[config.mk]
export PLATFORM = sky130hd
export DESIGN_NAME = demux4_stream
export DESIGN_NICKNAME = d
export VERILOG_FILES = /design/src/rtl/demux4_stream.sv
export SDC_FILE = /design/constraint.sdc
export NUM_CORES = 1
export LEC_CHECK = 0
export BUFFER_PORTS_ARGS = -buffer_cell sky130_fd_sc_hd__buf_2
export CAP_MARGIN = 20
export CORE_MARGIN = 5
export CORE_UTILIZATION = 35
export CTS_CLUSTER_DIAMETER = 100
export DETAILED_ROUTE_END_ITERATION = 12
export HOLD_SLACK_MARGIN = 0.02
export SLEW_MARGIN = 20
export SYNTH_ARGS = -nofsm -noshare
export SYNTH_HDL_FRONTEND = slang
export SYNTH_SLANG_ARGS = --single-unit
export TNS_END_PERCENT = 1
[constraint.sdc]
create_clock -name clk -period 3.3 [get_ports clk]
set_input_delay 0.495 -clock clk [delete_from_list [all_inputs] [get_ports clk]]
set_output_delay 0.495 -clock clk [all_outputs]
set_load 0.05 [all_outputs]
[src/rtl/demux4_stream.sv]
// demux4_stream: one input stream steered by sel to four channels,
// each with a one-entry holding register and a drain counter.
module demux4_stream #(
   parameter int WIDTH = 4,
   parameter int CNT_W = 8
) (
   input  logic               clk,
   input  logic               rst,
   input  logic               in_valid,
   output logic               in_ready,
   input  logic [1:0]         sel,
   input  logic [WIDTH-1:0]   in_data,
   output logic [WIDTH-1:0]   out_a,
   output logic [WIDTH-1:0]   out_b,
   output logic [WIDTH-1:0]   out_c,
   output logic [WIDTH-1:0]   out_d,
   output logic [3:0]         out_valid,
   input  logic [3:0]         out_ready,
   output logic [4*CNT_W-1:0] cnt
);

   logic [3:0]       valid_q;
   logic [3:0]       valid_d;
   logic [WIDTH-1:0] data_q [4];
   logic [WIDTH-1:0] data_d [4];
   logic [CNT_W-1:0] cnt_q [4];
   logic [CNT_W-1:0] cnt_d [4];

   logic [3:0] sel_oh;
   logic       accept;
   logic [3:0] acc_k;
   logic [3:0] drain_k;

   // one-hot decode of the destination channel
   always_comb begin
      sel_oh = 4'b0000;
      unique case (sel)
         2'd0: sel_oh = 4'b0001;
         2'd1: sel_oh = 4'b0010;
         2'd2: sel_oh = 4'b0100;
         2'd3: sel_oh = 4'b1000;
      endcase
   end

   // addressed slot is free, or frees up this cycle
   always_comb begin
      in_ready = !rst && (!valid_q[sel] || out_ready[sel]);
   end

   // per-channel accept/drain strobes
   always_comb begin
      accept  = in_valid && in_ready;
      acc_k   = accept ? sel_oh : 4'b0000;
      drain_k = valid_q & out_ready;
   end

   // next state: a held word survives only while stalled
   always_comb begin
      valid_d = acc_k | (valid_q & ~out_ready);
      for (int k = 0; k < 4; k++) begin
         data_d[k] = acc_k[k] ? in_data : data_q[k];
         cnt_d[k]  = drain_k[k] ? cnt_q[k] + CNT_W'(1) : cnt_q[k];
      end
   end

   // state registers; reset discards held words and counts
   always_ff @(posedge clk) begin
      if (rst) begin
         valid_q <= 4'b0000;
         for (int k = 0; k < 4; k++) begin
            data_q[k] <= '0;
            cnt_q[k]  <= '0;
         end
      end else begin
         valid_q <= valid_d;
         for (int k = 0; k < 4; k++) begin
            data_q[k] <= data_d[k];
            cnt_q[k]  <= cnt_d[k];
         end
      end
   end

   // outputs come straight from the holding registers
   always_comb begin
      out_valid = valid_q;
      out_a     = data_q[0];
      out_b     = data_q[1];
      out_c     = data_q[2];
      out_d     = data_q[3];
   end

   for (genvar g = 0; g < 4; g++) begin : g_cnt
      assign cnt[g*CNT_W +: CNT_W] = cnt_q[g];
   end

endmodule

After elaboration in Yosys (flattened, before gate mapping)
Memories as Yosys holds them, arrays and structs flattened.
Cells that the tools add are included.
Operators by class
  equality and inequality tests: 3
  bitwise logic cells: 12
  multiplexer cells: 25
  add/sub/neg operators: 4
  $lt $le $gt $ge: 1
  reduce and logical (&&, ||, !) cells: 6
Operators by type and width (count)
  two-way mux 8 bit: 8
  two-way mux 4 bit: 9
  adder 8 x 1 -> 8 bit (second input constant): 4
  one-hot mux 4 bit (4 select lines): 1
  bitwise AND 4 bit: 2
  OR 1 bit: 8
  two-way mux 1 bit: 5
  binary-select mux 1 bit (select 2 bit): 2
  equality test 2 bit (second input constant): 2
  NOT 4 bit: 1
  OR 4 bit: 1
  less-than comparator 2 x 3 -> 1 bit (second input constant): 1
  equality test 2 x 1 -> 1 bit (second input constant): 1
  logical AND 1 bit: 2
  zero test 1 bit: 2
  zero test 2 bit: 1
  logical OR 1 bit: 1
Word-level totals
  word-level logic and storage cells: 54
  RAM bits: 48
  input bits: 13
  memories: 2
  output and inout port bits: 53
  bits in registers: 4
Memory list
  cnt_q: words 4, width 8, read ports 4, clocked after memory_dff 0, write ports 4, RTL line 26  | logic [CNT_W-1:0] cnt_q [4];
  data_q: words 4, width 4, read ports 4, clocked after memory_dff 0, write ports 4, RTL line 24  | logic [WIDTH-1:0] data_q [4];

Logic depth before layout (Yosys ltp)
  word-level depth: 9
  mapped depth: 5
  depth with buffers taken out: 4

Worst setup path after synthesis
Ideal clock, no wire load.
  path kind: register -> output
  from: reg valid_q[1] (netlist: out_valid[1])
  to: out in_ready
  required time: 2.805 ns
  stages on the path, launching flop included: 4
  buffers on the path: 0
  path slack: 0.882 ns
  arrival: 1.923 ns
  cells stage by stage: dfxtp_1 > and2b_1 > mux4_2 > nor2_1
Between the ends
  cells in the longest elaborated chain, start to end: 5
RTL lines
  start: declaration: RTL line 22  | logic [3:0] valid_q;
  start signal: assignment: RTL line 75  | valid_q <= valid_d;
  binary-select mux 1 bit (select 2 bit): RTL line 47  | in_ready = !rst && (!valid_q[sel] || out_ready[sel]);
  two-way mux 1 bit (implied by the code): RTL line 47
  zero test 1 bit: RTL line 47
  logical OR 1 bit: RTL line 47
  logical AND 1 bit: RTL line 47
  end: declaration: RTL line 10  | output logic in_ready,
Every way passes these cells. The select of a mux whose other input is x is not followed.

Worst setup path in the final report
Same ends and word-level chain as after synthesis.

==> run metrics <==
Area contributors post-synth dfxtp_1 45%, a21oi_1 9.2%, o31ai_1 7.7%, nand4_1 6.4%, nand3_1 3.4%; setup TNS 0 ps; vias 2235; setup bufs post-CTS 0; DP Wirelength 4.30 mm; CTS tree yes; Final Hold Viols 0; Final ANT Viol Nets 0; most frequent cell after synthesis dfxtp_1; Post-Syn Area per Cell 8.78 um^2; critical path's slowest cell mux4_2; initial antenna violation count 0; post-cts resize count 0; Core Box Area 6420 um^2; Tcrit/Tclk final 0.699; CP max stage delay 480 ps; share of the synthesized area in the top cell type 0.446; main combinational cell family by area after synthesis simple AND/OR/NAND/NOR gates; Final Cell Area 2810 um^2; number of enable flip-flop cells after synthesis 0; # diodes 0; Area Growth Syn to Fin 20.2%; H-tree levels 2; Post-Layout Cell Count 405; Min-Delay Path Class reg2reg; top_reg_cell synth dfxtp_1; drt first pass iters 4; Placed Area 2720 um^2; Detailed Route WL 5.85 mm; FP Rows 29; max_cap viols 0; number of synthesized register bits 52; mean number of vias per cell 5.52; Clock Latency Late Sink 300 ps; Fill cells 666; status complete, no violations; Post-synth top cells 52 x dfxtp_1, 43 x a21oi_1, 24 x nand4_1, 24 x o31ai_1, 16 x nand3_1; Clk pin slew, worst setup/hold paths 90 ps; Final Max Slew Viols 0; CP required 2800 ps; Util after Layout 0.437; DRC viols 0; Syn. warnings 0; Post-CTS Hold Buffers 0; P_leak 1.09 nW; number of distinct library cells after synthesis 30; min Tclk post-route 2310 ps; placed cells 397; Num CTS Buffers 5; Die ar. 8410 um^2; crit path DAT 1810 ps; Synth Cell Area 2340 um^2; die extent in y 91.7 um; I/O pin count 66; largest net degree at the start of global routing 33; CTS Buffer Depth 2; post-synthesis simple-gate area fraction 0.258; clk sink count 52; Final setup viols 0; delay-heaviest family, CP multiplexers; Yosys top cell by area dfxtp_1; Starting Density 0.364; Crit Path Class reg2out; mux cell area share after synthesis 0.0145; post-DR wirelength/cell 14.4 um; async set-reset flop share out of synthesis 0; Max IR drop VDD 0.000139 V; Rel. slew slack 0.616; gr ovfl total 0; vias in the first global route 2022; Worst Skew 5.92 ps; post-synthesis sequential area ratio 0.446; FF-to-FF setup slack 1930 ps; Mapped Nets 283; PortBufs 65; Total GRT Usage 0.139; CP Capture Type output pin; post-synthesis adder-cell area fraction 0.0214; CP Cell Sequence and2b_1 -> mux4_2 -> nor2_1 -> buf_2; first-pass GRT wire length 9.66 mm; RSZ-0062 raised after global routing no; layout cell share with drive strength beyond 1 0.247; Slew @ Worst Pin 576 ps; PwrDens 396 nW/um^2; Root Buffer clkbuf_8; Buf+Inv Stages, Crit Path 1; Iter 0 DRT Violations 64; CP Max Fanout 8; Syn Inst Count 266; Compound-Gate Fraction of Synth Area 0.193; Reg area 1040 um^2; Post-layout nets 344; Multi-input gate area 1210 um^2; routability congestion estimate 0.815; xor and xnor area share after synthesis 0.0300; DIE WIDTH 91.7 um; crit path launch type flip-flop; FMAX 0.433 GHz
[worst paths after layout]
kind | cells after the start | end | start
worst max register to register | 3 | cnt_q[0][7] | out_valid[0]
worst max-delay path | 4 | in_ready | out_valid[1]
worst min-delay path | 2 | data_q[1][3] | data_q[1][3]
worst min register to register | 2 | data_q[1][3] | data_q[1][3]
[through the flow]
| step | power (mW) | setup WS [ps] | hold slack (ps) |
|---|---|---|---|
| after floorplan | 0.725 | 882 | 645 |
| after global placement | 0.756 | 1010 | 457 |
| after detailed placement | 0.757 | 1010 | 458 |
| after CTS | 1.13 | 957 | 472 |
| after global routing | 1.16 | 907 | 491 |
| final | 1.11 | 993 | 472 |
[final cells by class]
type / count / area share
multi-input combinational: 192 / 0.430
timing repair buffer: 67 / 0.121
inverter: 9 / 0.0120
tap: 77 / 0.0343
clock buffer: 8 / 0.0321
sequential: 52 / 0.371
[cell usage in the layout, fill, tap and decap left out, drive strengths merged, types with 3 or more instances in the layout]
cell | netlist | routed
nand3 | 17 | 17
a21oi | 43 | 43
dfxtp | 52 | 52
or3 | 11 | 11
o31ai | 24 | 24
inv | 8 | 8
xnor2 | 3 | 3
and2b | 3 | 3
nor2 | 11 | 11
o21ai | 11 | 11
ha | 4 | 4
or4 | 8 | 8
clkbuf | 4 | 8
xor2 | 5 | 5
or2b | 4 | 4
nand2 | 13 | 13
buf | 9 | 67
nand4 | 27 | 27
[metal layers]
metal,vias up,part of all wire,GRT usage
met5,-,0,0
met1,1037,0.45,0.179
met3,8,0.069,0.0417
met2,67,0.47,0.221
met4,0,0.012,0.0495
li1,1123,-,-
[worst min-delay path, delay by kind of cell, from the launching register on]
| family | cells | cell delay [ps] |
|---|---|---|
| compound gates | 2 | 120 |
| flops | 1 | 310 |
[where the power goes]
| part | leakage, nW | internal [mW] | switching (mW) |
|---|---|---|---|
| sequential | 0.420 | 0.634 | 0.00777 |
| combinational | 0.625 | 0.0244 | 0.0756 |
| clock | 0.0455 | 0.172 | 0.197 |
[kinds of logic after synthesis]
family | count (synthesis)
and+or+nand+nor | 100
DFF | 52
xor gates and xnor gates | 8
adders and majority gates | 4
buffers and inverters | 22
muxes | 2
AOI/OAI and AO/OA | 78
[flip-flops by register name, indices dropped and copies added (netlist names)]
| signal | flops |
|---|---|
| data_q | 16 |
| out_valid | 4 |
| cnt_q | 32 |
(Power assumes the default switching activity.)
